[config.mk]
export PLATFORM = sky130hd
export DESIGN_NAME = irq_ctrl
export DESIGN_NICKNAME = d
export VERILOG_FILES = /design/src/rtl/irq_pkg.sv /design/src/rtl/irq_ctrl.sv
export SDC_FILE = /design/constraint.sdc
export NUM_CORES = 1
export LEC_CHECK = 0
export ABC_AREA = 0
export BUFFER_PORTS_ARGS = -buffer_cell sky130_fd_sc_hd__buf_4
export CELL_PAD_IN_SITES_DETAIL_PLACEMENT = 1
export CELL_PAD_IN_SITES_GLOBAL_PLACEMENT = 1
export CORE_MARGIN = 8
export CORE_UTILIZATION = 28
export CTS_CLUSTER_DIAMETER = 80
export DETAILED_ROUTE_END_ITERATION = 6
export GPL_ROUTABILITY_DRIVEN = 1
export PLACE_DENSITY_LB_ADDON = 0.1
export SYNTH_ARGS = -nofsm -noshare
export SYNTH_HDL_FRONTEND = slang
export SYNTH_SLANG_ARGS = --single-unit
[constraint.sdc]
create_clock -name clk_i -period 3.5 [get_ports clk_i]
set_input_delay 0.175 -clock clk_i [delete_from_list [all_inputs] [get_ports clk_i]]
set_output_delay 0.175 -clock clk_i [all_outputs]
set_load 0.005 [all_outputs]
[src/rtl/irq_pkg.sv]
// irq_pkg: shared definitions for the interrupt controller.
//   IRQ_W         width of the scan index / served line id
//   MCAUSE_BASE   mcause value for line 0 (interrupt bit set, cause 16)
//   ST_*          FSM state encodings (kept as plain constants for legacy code)
//   irq_state_t   enum view of the same encodings
//   idx_next      wrapping increment of a scan index over the implemented lines
package irq_pkg;

  localparam int unsigned IRQ_W       = 5;
  localparam logic [31:0] MCAUSE_BASE = 32'h8000_0010;

  localparam logic [1:0] ST_IDLE = 2'd0;
  localparam logic [1:0] ST_BUSY = 2'd1;
  localparam logic [1:0] ST_FIN  = 2'd2;

  typedef enum logic [1:0] {
    IDLE = ST_IDLE,
    BUSY = ST_BUSY,
    FIN  = ST_FIN
  } irq_state_t;

  // Returns cur+1, wrapping to 0 after the last implemented line (num-1).
  function automatic logic [IRQ_W-1:0] idx_next(input logic [IRQ_W-1:0] cur,
                                                input int unsigned    num);
    if (32'(cur) >= num - 32'd1) begin
      return '0;
    end
    return cur + 1'b1;
  endfunction

endpackage

[src/rtl/irq_ctrl.sv]
// irq_ctrl: round-robin interrupt controller.
// Scans level requests one line per cycle, masked by mie; on a hit it raises
// int_o with the matching mcause, waits for the core's handler-done pulse,
// then returns a one-cycle one-hot finish pulse to the served peripheral and
// resumes scanning at the line after the one just served.
// Ports:
//   clk_i      clock
//   rst_i      asynchronous active-high reset
//   int_req_i  level requests, bit n held until int_fin_o[n]
//   mie_i      per-line enable mask
//   int_rst_i  one-cycle handler-finished pulse from the core
//   int_o      interrupt request to the core
//   mcause_o   cause of the line currently / last served
//   int_fin_o  one-hot one-cycle finish pulse to the served line
module irq_ctrl
  import irq_pkg::*;
#(
  parameter int unsigned IRQ_NUM = 32
) (
  input  logic        clk_i,
  input  logic        rst_i,
  input  logic [31:0] int_req_i,
  input  logic [31:0] mie_i,
  input  logic        int_rst_i,
  output logic        int_o,
  output logic [31:0] mcause_o,
  output logic [31:0] int_fin_o
);

  // Finish bits of unimplemented lines are forced to 0.
  localparam logic [31:0] LINE_MASK =
    (IRQ_NUM >= 32) ? '1 : ((32'd1 << IRQ_NUM) - 32'd1);

  logic [1:0]       state;
  logic [IRQ_W-1:0] idx;
  logic [IRQ_W-1:0] irq_id;
  logic [31:0]      mcause;
  logic             hit;

  // idx never exceeds IRQ_NUM-1, so lines above IRQ_NUM are never looked at.
  assign hit = int_req_i[idx] & mie_i[idx];

  always_ff @(posedge clk_i or posedge rst_i) begin
    if (rst_i) begin
      state  <= ST_IDLE;
      idx    <= '0;
      irq_id <= '0;
      mcause <= '0;
    end else begin
      case (state)
        ST_IDLE: begin
          if (hit) begin
            irq_id <= idx;
            mcause <= MCAUSE_BASE + 32'(idx);
            state  <= ST_BUSY;
          end else begin
            idx <= idx_next(idx, IRQ_NUM);
          end
        end
        ST_BUSY: begin
          if (int_rst_i) begin
            state <= ST_FIN;
          end
        end
        ST_FIN: begin
          // Restart after the served line so a persistent requester cannot starve others.
          idx   <= idx_next(irq_id, IRQ_NUM);
          state <= ST_IDLE;
        end
        default: state <= ST_IDLE;
      endcase
    end
  end

  assign int_o     = (state == ST_BUSY);
  assign int_fin_o = (state == ST_FIN) ? ((32'd1 << irq_id) & LINE_MASK) : '0;
  assign mcause_o  = mcause;

endmodule

Yosys cells after proc, flatten, opt, wreduce, memory -nomap -nowiden
Index checks and enable logic that the tools add are counted.
W data, S select, Z words.
{"block": "word_totals", "register_bits": 44, "inputBits": 67, "output_inout_bits": 65, "wordCells": 41}
{"block": "classes", "n_addsub": 3, "magnitude_cmp": 3, "n_eq_ne": 5, "n_shift": 1, "mux": 19, "bitwise_logic": 1, "n_reduce_logical": 5}
{"operator": "$add A32 B5 Y32 const A", "count": 1}
{"operator": "$mux W32", "count": 1}
{"operator": "$shl A1 B5 Y32 const A", "count": 1}
{"operator": "$mux W5", "count": 5}
{"operator": "$add A5 B1 Y5 const B", "count": 2}
{"operator": "$bmux W1 S5", "count": 2}
{"operator": "$ge A5 B5 Y1 const B", "count": 2}
{"operator": "$pmux W5 S2", "count": 1}
{"operator": "$mux W1", "count": 7}
{"operator": "$lt A5 B6 Y1 const B", "count": 1}
{"operator": "$ne A2 B2 Y1 const B", "count": 3}
{"operator": "$reduce_and A2 Y1", "count": 3}
{"operator": "$mux W2", "count": 2}
{"operator": "$pmux W2 S2", "count": 1}
{"operator": "$eq A2 B1 Y1 const B", "count": 1}
{"operator": "$eq A2 B2 Y1 const B", "count": 1}
{"operator": "$logic_not A2 Y1", "count": 1}
{"operator": "$reduce_bool A2 Y1", "count": 1}
{"operator": "$and A1 B1 Y1", "count": 1}

Longest topological paths before layout
Gate-level depths: netlist of the first run.
{"block": "logic_depth", "word_depth": 8, "ltp_mapped": 8, "ltp_nobuf": 7}

Worst setup path after synthesis of the first run
Ideal clock, no wire load.
{"block": "synth_timing", "path_kind": "reg2reg", "startpoint": "register idx[0]", "endpoint": "register irq_id[1]", "setup_ns": 0.125, "t_arrival_ns": 1.936, "t_required_ns": 3.375, "path_slack_ns": 1.439, "path_stages_with_launch": 7, "period_less_slack_ns": 2.061, "path_cell_list": "dfrtp_1 -> buf_4 -> o2111ai_1 -> a41oi_1 -> a2111o_1 -> a21oi_4 -> mux2_4"}
{"block": "synth_between", "elab_chain_len": 4}
{"element": "from (decl)", "line_no": "irq_ctrl.sv:35", "text": "logic [IRQ_W-1:0] idx;"}
{"element": "from (signal assigned)", "line_no": "irq_ctrl.sv:57", "text": "idx <= idx_next(idx, IRQ_NUM);"}
{"element": "from (signal assigned)", "line_no": "irq_ctrl.sv:67", "text": "idx <= idx_next(irq_id, IRQ_NUM);"}
{"element": "$bmux W1 S5", "line_no": "irq_ctrl.sv:41", "text": "assign hit = int_req_i[idx] & mie_i[idx];"}
{"element": "$mux W1 (not written as such)", "line_no": "irq_ctrl.sv:41"}
{"element": "$and A1 B1 Y1 *", "line_no": "irq_ctrl.sv:41"}
{"element": "$reduce_and A2 Y1 (no line) *"}
{"element": "to (signal assigned)", "line_no": "irq_ctrl.sv:53", "text": "irq_id <= idx;"}
{"element": "to (decl)", "line_no": "irq_ctrl.sv:36", "text": "logic [IRQ_W-1:0] irq_id;"}
Every way passes the cells marked *; elsewhere a longest branch is shown, timed or not. The select of a mux whose other input is x is not followed.
A chain may end at the register's enable or synchronous reset.

Final worst setup path of the first run
Ends and elaborated chain as after synthesis.

==> results of run 1 <==
-- cell type report --
cell class                 count  area share [%]
sequential                    14            14.1
timing repair buffer         107            32.5
multi-input combinational    189            46.0
tap                           75            3.78
clock buffer                   4            2.22
inverter                       9            1.36
-- worst min path at each step --
stage / start / endpoint / slack, ns / cells after the start
after floorplan: rst_i / idx[0] / 0.06 / 1
after global placement: rst_i / state[1] / 0.26 / 2
after detailed placement: rst_i / mcause_o[31] / 0.25 / 2
after CTS: int_rst_i / state[1] / 0.17 / 3
after global routing: int_rst_i / state[1] / 0.19 / 3
final: int_rst_i / state[1] / 0.17 / 3
-- stage by stage --
| stage | utilization, % | hold WS [ns] | cell area (um2) | total power, mW | instances |
|---|---|---|---|---|---|
| after floorplan | - | 0.0642 | 1780 | 1.12 | 246 |
| after global placement | 41.1 | 0.258 | 2420 | 1.39 | 393 |
| after detailed placement | 41.1 | 0.251 | 2420 | 1.41 | 393 |
| after CTS | 42.2 | 0.167 | 2480 | 1.58 | 398 |
| after global routing | 42.2 | 0.188 | 2480 | 1.71 | 398 |
| final | 42.2 | 0.174 | 2480 | 1.55 | 398 |
-- per-layer routing --
metal / wire length (um) / track usage (%) / vias to the layer above / part of all wire [%]
li1: - / - / 924 / -
met1: 2700 / 16.8 / 858 / 41
met2: 3400 / 27.2 / 64 / 52
met3: 403 / 3.45 / 3 / 6.2
met4: 7 / 0.793 / 0 / 0.11
met5: 0 / 0 / - / 0
-- cell families after synthesis --
logic type,Yosys count,share of synthesized area [%]
and+or+nand+nor,108,31.9
buffers and inverters,43,16.9
AOI/OAI and AO/OA,36,16.1
DFF,14,20.8
adders and majority gates,9,6.67
muxes,8,5.86
xor gates and xnor gates,3,1.56
other,1,0.222
-- worst register-to-register path: cells and delay by family (launching register included) --
| kind | cells | cell delay [ns] |
|---|---|---|
| compound gates | 4 | 1.21 |
| flops | 1 | 0.61 |
| buf+inv | 1 | 0.33 |
| mux | 1 | 0.33 |
-- power breakdown --
part | switching [mW] | leakage, nW | internal [mW]
registers | 0.213 | 0.166 | 0.240
clock network | 0.0561 | 0.0288 | 0.0996
logic | 0.468 | 1.03 | 0.475
total | 0.738 | 1.22 | 0.815
-- state kept, by name, summed over array words and instances, names as in the netlist --
name,cells
idx,5
irq_id,4
state,2
mcause_o,3
-- placed cells by master, fill, tap and decap left out, drive strengths merged, types with 3 or more instances in the layout --
cell type,synthesis,layout
a21oi,6,6
a311o,4,4
and3,3,3
buf,33,106
clkbuf,1,4
conb,1,25
dfrtp,14,14
ha,9,9
inv,9,9
mux2,6,6
nand2,26,26
nand2b,4,4
nand3,9,9
nand3b,5,5
nand4b,3,3
nor2,40,40
nor2b,3,3
nor3,3,3
o211ai,3,3
o21ai,8,8
xor2,3,3
-- timing repair --
action,in CTS,in global routing
setup endpoints to repair,0,0
hold buffers,1,0
hold endpoints to repair,14,0
==> results.yml, run 1 <==
floorplanning:
  die_area_mm2: 0.00877
  die_height_um: 93.6
  dieWidth_um: 93.6
  coreArea_mm2: 0.00589
  initial_utilization_pct: 28.7
  io_pins: 132
  rows: 28
global_routing:
  grt_pass1_wl_mm: 10.4
  grt_max_degree: 28
  grt_overflow: 0
  grt_pass1_vias: 2042
  antenna_found_initial: 0
  grt_use_total_pct: 14.5
clock_network:
  postCtsSetupRepairBufs: 0
  cts_tree: "yes"
  cts_resized: 0
  cts_buffers: 3
  insertion_delay_ns: 0.24
  clockBufferDepth: 2
  clkSlewWorstSetupHoldPaths_ns: 0.06
  cts_sinks: 14
  htree_levels: 1
  root_buffer: "clkbuf_8"
sta:
  period_minus_slack_ns: 2.61
  worstMarginPinSlew_ns: 0.792
  setup_viol_count_final: 0
  clock.fmax_ghz: 0.383
  maxSlewHeadroom_pct: 47.2
  layout_setup_ws_ns: 0.892
  rsz0062_at_grt: "no"
  setup_tns_ns: 0
  finClkSkew_ns: 0.00321
  final.period_utilization_pct: 74.5
  slew_violations: 0
  hold_viol_final: 0
synth:
  synth-seq-area-share_pct: 20.8
  async_flop_share_pct: 100
  syn_avg_cell_area_um2: 7.60
  ys_top_cells_by_area: "dfrtp_1 (21%), buf_4 (12%), nor2_1 (8.9%), ha_1 (6.7%), nand2_1 (5.8%)"
  synth_most_common_cell: "nor2_1"
  ys_seq_elements: 14
  synth_edf_count: 0
  yosysWarnings: 0
  synth_top_area_cell: "dfrtp_1"
  ys.flop_type: "dfrtp_1"
  yosysUniqueCellTypes: 52
  synth_common_cells: "nor2_1 (40), buf_4 (26), nand2_1 (26), dfrtp_1 (14)"
  synth_top_area_share_pct: 20.8
  synthCells: 222
  synth_area_mm2: 0.00169
setup_path:
  rr_startpoint: "idx[0]"
  crit_arrival_ns: 2.74
  cp_num_cells: 6
  worst_setup_path_start_kind: "flip-flop"
  r2r-end: "irq_id[1]"
  required_ns: 3.63
  path_buf_inv: 1
  crit_chain: "inv_1, a311o_1, a41oi_1, a2111o_1, a21oi_4, mux2_4"
  reg2reg_slack_ns: 0.89
  crit_start: "idx[0]"
  worstPathMaxFanout: 22
  slowest_stage: "dfrtp_1"
  critical_path_class: "flip-flop to flip-flop"
  critPathMaxStageDelay_ns: 0.61
  endpoint_kind: "flip-flop"
  r2r_cells: 6
  critPathCapture: "irq_id[1]"
  cp_top_family: "compound AO/OA/AOI/OAI gates"
place:
  place_ws_ns: 0.895
  io_buffer_count: 106
  dpl.hpwl_mm: 5.64
  gp_congestion: 0.793
drt:
  antenna_left: 0
  drc_errors: 0
  vias_per_cell: 4.65
  drt_iter0_drc: 30
  via_count: 1849
  drtPass1Iterations: 5
  wl_per_cell_um: 16.4
  wirelength_mm: 6.52
pwr:
  peakVddDrop_v: 0.000387
  pwr_density_cell_mw_per_mm2: 626
  p_leak_nw: 1.22
layout:
  regArea_um2: 350
  area_delta_synth_final_pct: 47.0
  fill_cells: 782
  layout.nets: 400
  layout-drive-gt1-share_pct: 37.5
  diodes: 0
  multi_input_area_mm2: 0.00114
flow_run:
  max_cap_viol_count: 0
status:
  outcome: "finished clean"
min_path:
  hp-class: "input port to flip-flop"
(Power assumes the default switching activity.)
==> inputs of run 2 (changes only) <==
--- a/config.mk
+++ b/config.mk
@@ -10,7 +10,7 @@
 export CELL_PAD_IN_SITES_DETAIL_PLACEMENT = 1
 export CELL_PAD_IN_SITES_GLOBAL_PLACEMENT = 1
 export CORE_MARGIN = 8
-export CORE_UTILIZATION = 28
+export CORE_UTILIZATION = 24
 export CTS_CLUSTER_DIAMETER = 80
 export DETAILED_ROUTE_END_ITERATION = 6
 export GPL_ROUTABILITY_DRIVEN = 1
==> constraint.sdc (replaced) <==
create_clock -name clk_i -period 2.37 [get_ports clk_i]
set_input_delay 0.1185 -clock clk_i [delete_from_list [all_inputs] [get_ports clk_i]]
set_output_delay 0.1185 -clock clk_i [all_outputs]
set_load 0.005 [all_outputs]
==> run 2 against run 1 <==
Clock-buffer cell count did not move. Core utilization decreased by 4.0 points. Flip-flop and latch count is the same. Worst hold slack lost 0.062 ns. Largest power group unchanged. Combinational power is 76% higher. Non-clock buffer count rose by 10. Die area increased by 14%. Critical path depth grew 1.
==> results.yml, run 2 (synthesized netlist as in run 1, its figures left out) <==
status:
  outcome: "finished clean"
clock_network:
  clockBufferDepth: 2
  clkSlewWorstSetupHoldPaths_ns: 0.06
  root_buffer: "clkbuf_8"
  cts_buffers: 3
  cts_tree: "yes"
  insertion_delay_ns: 0.25
  htree_levels: 1
  cts_sinks: 14
  postCtsSetupRepairBufs: 0
place:
  io_buffer_count: 106
  dpl.hpwl_mm: 5.85
  gp_congestion: 0.798
  place_area_mm2: 0.00253
  place_ws_ns: 0.104
global_routing:
  grt_max_degree: 18
  grt_pass1_vias: 2137
  grt_pass1_wl_mm: 10.9
  grt_use_total_pct: 13.3
  grt_overflow: 0
  antenna_found_initial: 0
sta:
  layout_setup_ws_ns: 0.0935
  maxSlewHeadroom_pct: 62.7
  period_minus_slack_ns: 2.28
  slew_violations: 0
  hold_viol_final: 0
  final.period_utilization_pct: 96.1
  finClkSkew_ns: 0.000918
  setup_tns_ns: 0
  setup_viol_count_final: 0
  rsz0062_at_grt: "no"
  clock.fmax_ghz: 0.439
  worstMarginPinSlew_ns: 0.559
layout:
  area_delta_synth_final_pct: 53.7
  diodes: 0
  fill_cells: 863
  layout-drive-gt1-share_pct: 39.3
  largest_reg_flops: 5
  final_area_mm2: 0.00259
  layout_common_cells: "buf_4 (115), nor2_1 (40), nand2_1 (26)"
  top_register: "idx"
  final_common_cell: "buf_4"
  layout.nets: 410
floorplanning:
  dieWidth_um: 99.9
  initial_utilization_pct: 24.8
  coreArea_mm2: 0.00679
  die_height_um: 99.9
  rows: 30
  io_pins: 132
  die_area_mm2: 0.00997
setup_path:
  reg2reg_slack_ns: 0.09
  rr_startpoint: "idx[0]"
  worst_setup_path_start_kind: "flip-flop"
  r2r-end: "irq_id[3]"
  r2r_cells: 7
  crit_arrival_ns: 2.41
  critical_path_class: "flip-flop to flip-flop"
  required_ns: 2.51
  worstPathMaxFanout: 17
  endpoint_kind: "flip-flop"
drt:
  wirelength_mm: 6.65
  drtPass1Iterations: 4
  via_count: 1896
  vias_per_cell: 4.42
  drt_iter0_drc: 40
  drc_errors: 0
  wl_per_cell_um: 15.5
  antenna_left: 0
min_path:
  hp-start: "int_rst_i"
  hold_end: "state[1]"
  hp-class: "input port to flip-flop"
  hold_depth: 3
pwr:
  clockPowerShare_pct: 9.8
  p_switching_mw: 1.12
  p_leak_nw: 1.28
  pwr_density_cell_mw_per_mm2: 943
  power.share.switching_pct: 45.6
  p_int_mw: 1.33
  peakVddDrop_v: 0.000267
  pwr-share-seq_pct: 22.3
  power_frac_comb_pct: 67.9
flow_run:
  max_cap_viol_count: 0
## run 2: cell types whose count changed in the layout (fill, tap and decap cells not counted), sizes merged
| cell | change |
|---|---|
| buf | +10 |
## run 2: final cells by class
cell class	instances	area (um2)	share of cell area (%)
inverter	9	33.8	1.30
multi-input combinational	189	1140	44.0
timing repair buffer	117	893	34.4
sequential	14	350	13.5
tap	96	120	4.63
clock buffer	4	55.1	2.12
## run 2: routing by layer
| metal | global-route usage [%] | wire (um) | share of wire, % | up-vias |
|---|---|---|---|---|
| met1 | 15.3 | 2870 | 43 | 849 |
| met4 | 4.89 | 95 | 1.4 | 0 |
| met5 | 0 | 0 | 0 | - |
| li1 | - | - | - | 944 |
| met2 | 21.5 | 2970 | 45 | 99 |
| met3 | 5.26 | 715 | 11 | 4 |
## run 2: worst max-delay path, stage by stage, from the launching register on
cell	delay [ns]
dfrtp_1	0.46
buf_12	0.19
nor2_1	0.18
and3_1	0.20
o311ai_1	0.09
a2111o_1	0.41
a21oi_4	0.31
mux2_4	0.33
## run 2: how the worst max path moves through the flow
stage / startpoint / endpoint / slack (ns) / cells past startpoint
finish: idx[0] / irq_id[3] / 0.09 / 7
global route: idx[0] / irq_id[3] / 0.002 / 7
CTS: idx[0] / irq_id[3] / 0.1 / 7
detailed placement: idx[0] / irq_id[3] / 0.10 / 7
global placement: idx[2] / irq_id[3] / 0.18 / 7
floorplan: idx[0] / irq_id[1] / 0.31 / 6
## run 2: timing repair
item,CTS,global route
gates resized for setup,0,0
setup endpoints to repair,0,0
hold buffers,1,0
endpoints found under the hold margin,14,0
## run 2: per-stage QoR
step	power, mW	cells	util (%)	hold slack [ns]
after global routing	2.69	429	38.2	0.127
final	2.45	429	38.2	0.112
after CTS	2.49	429	38.2	0.114
after global placement	2.20	424	37.2	0.210
after detailed placement	2.23	424	37.2	0.206
after floorplan	1.66	246	-	0.00772
## run 2: power by group through the flow
| stage | combinational (mW) | sequential (mW) | clock, mW |
|---|---|---|---|
| after global routing | 1.85 | 0.578 | 0.256 |
| after global placement | 1.65 | 0.545 | 0 |
| after floorplan | 1.19 | 0.465 | 0 |
| after detailed placement | 1.68 | 0.555 | 0 |
| final | 1.66 | 0.545 | 0.240 |
| after CTS | 1.69 | 0.553 | 0.245 |
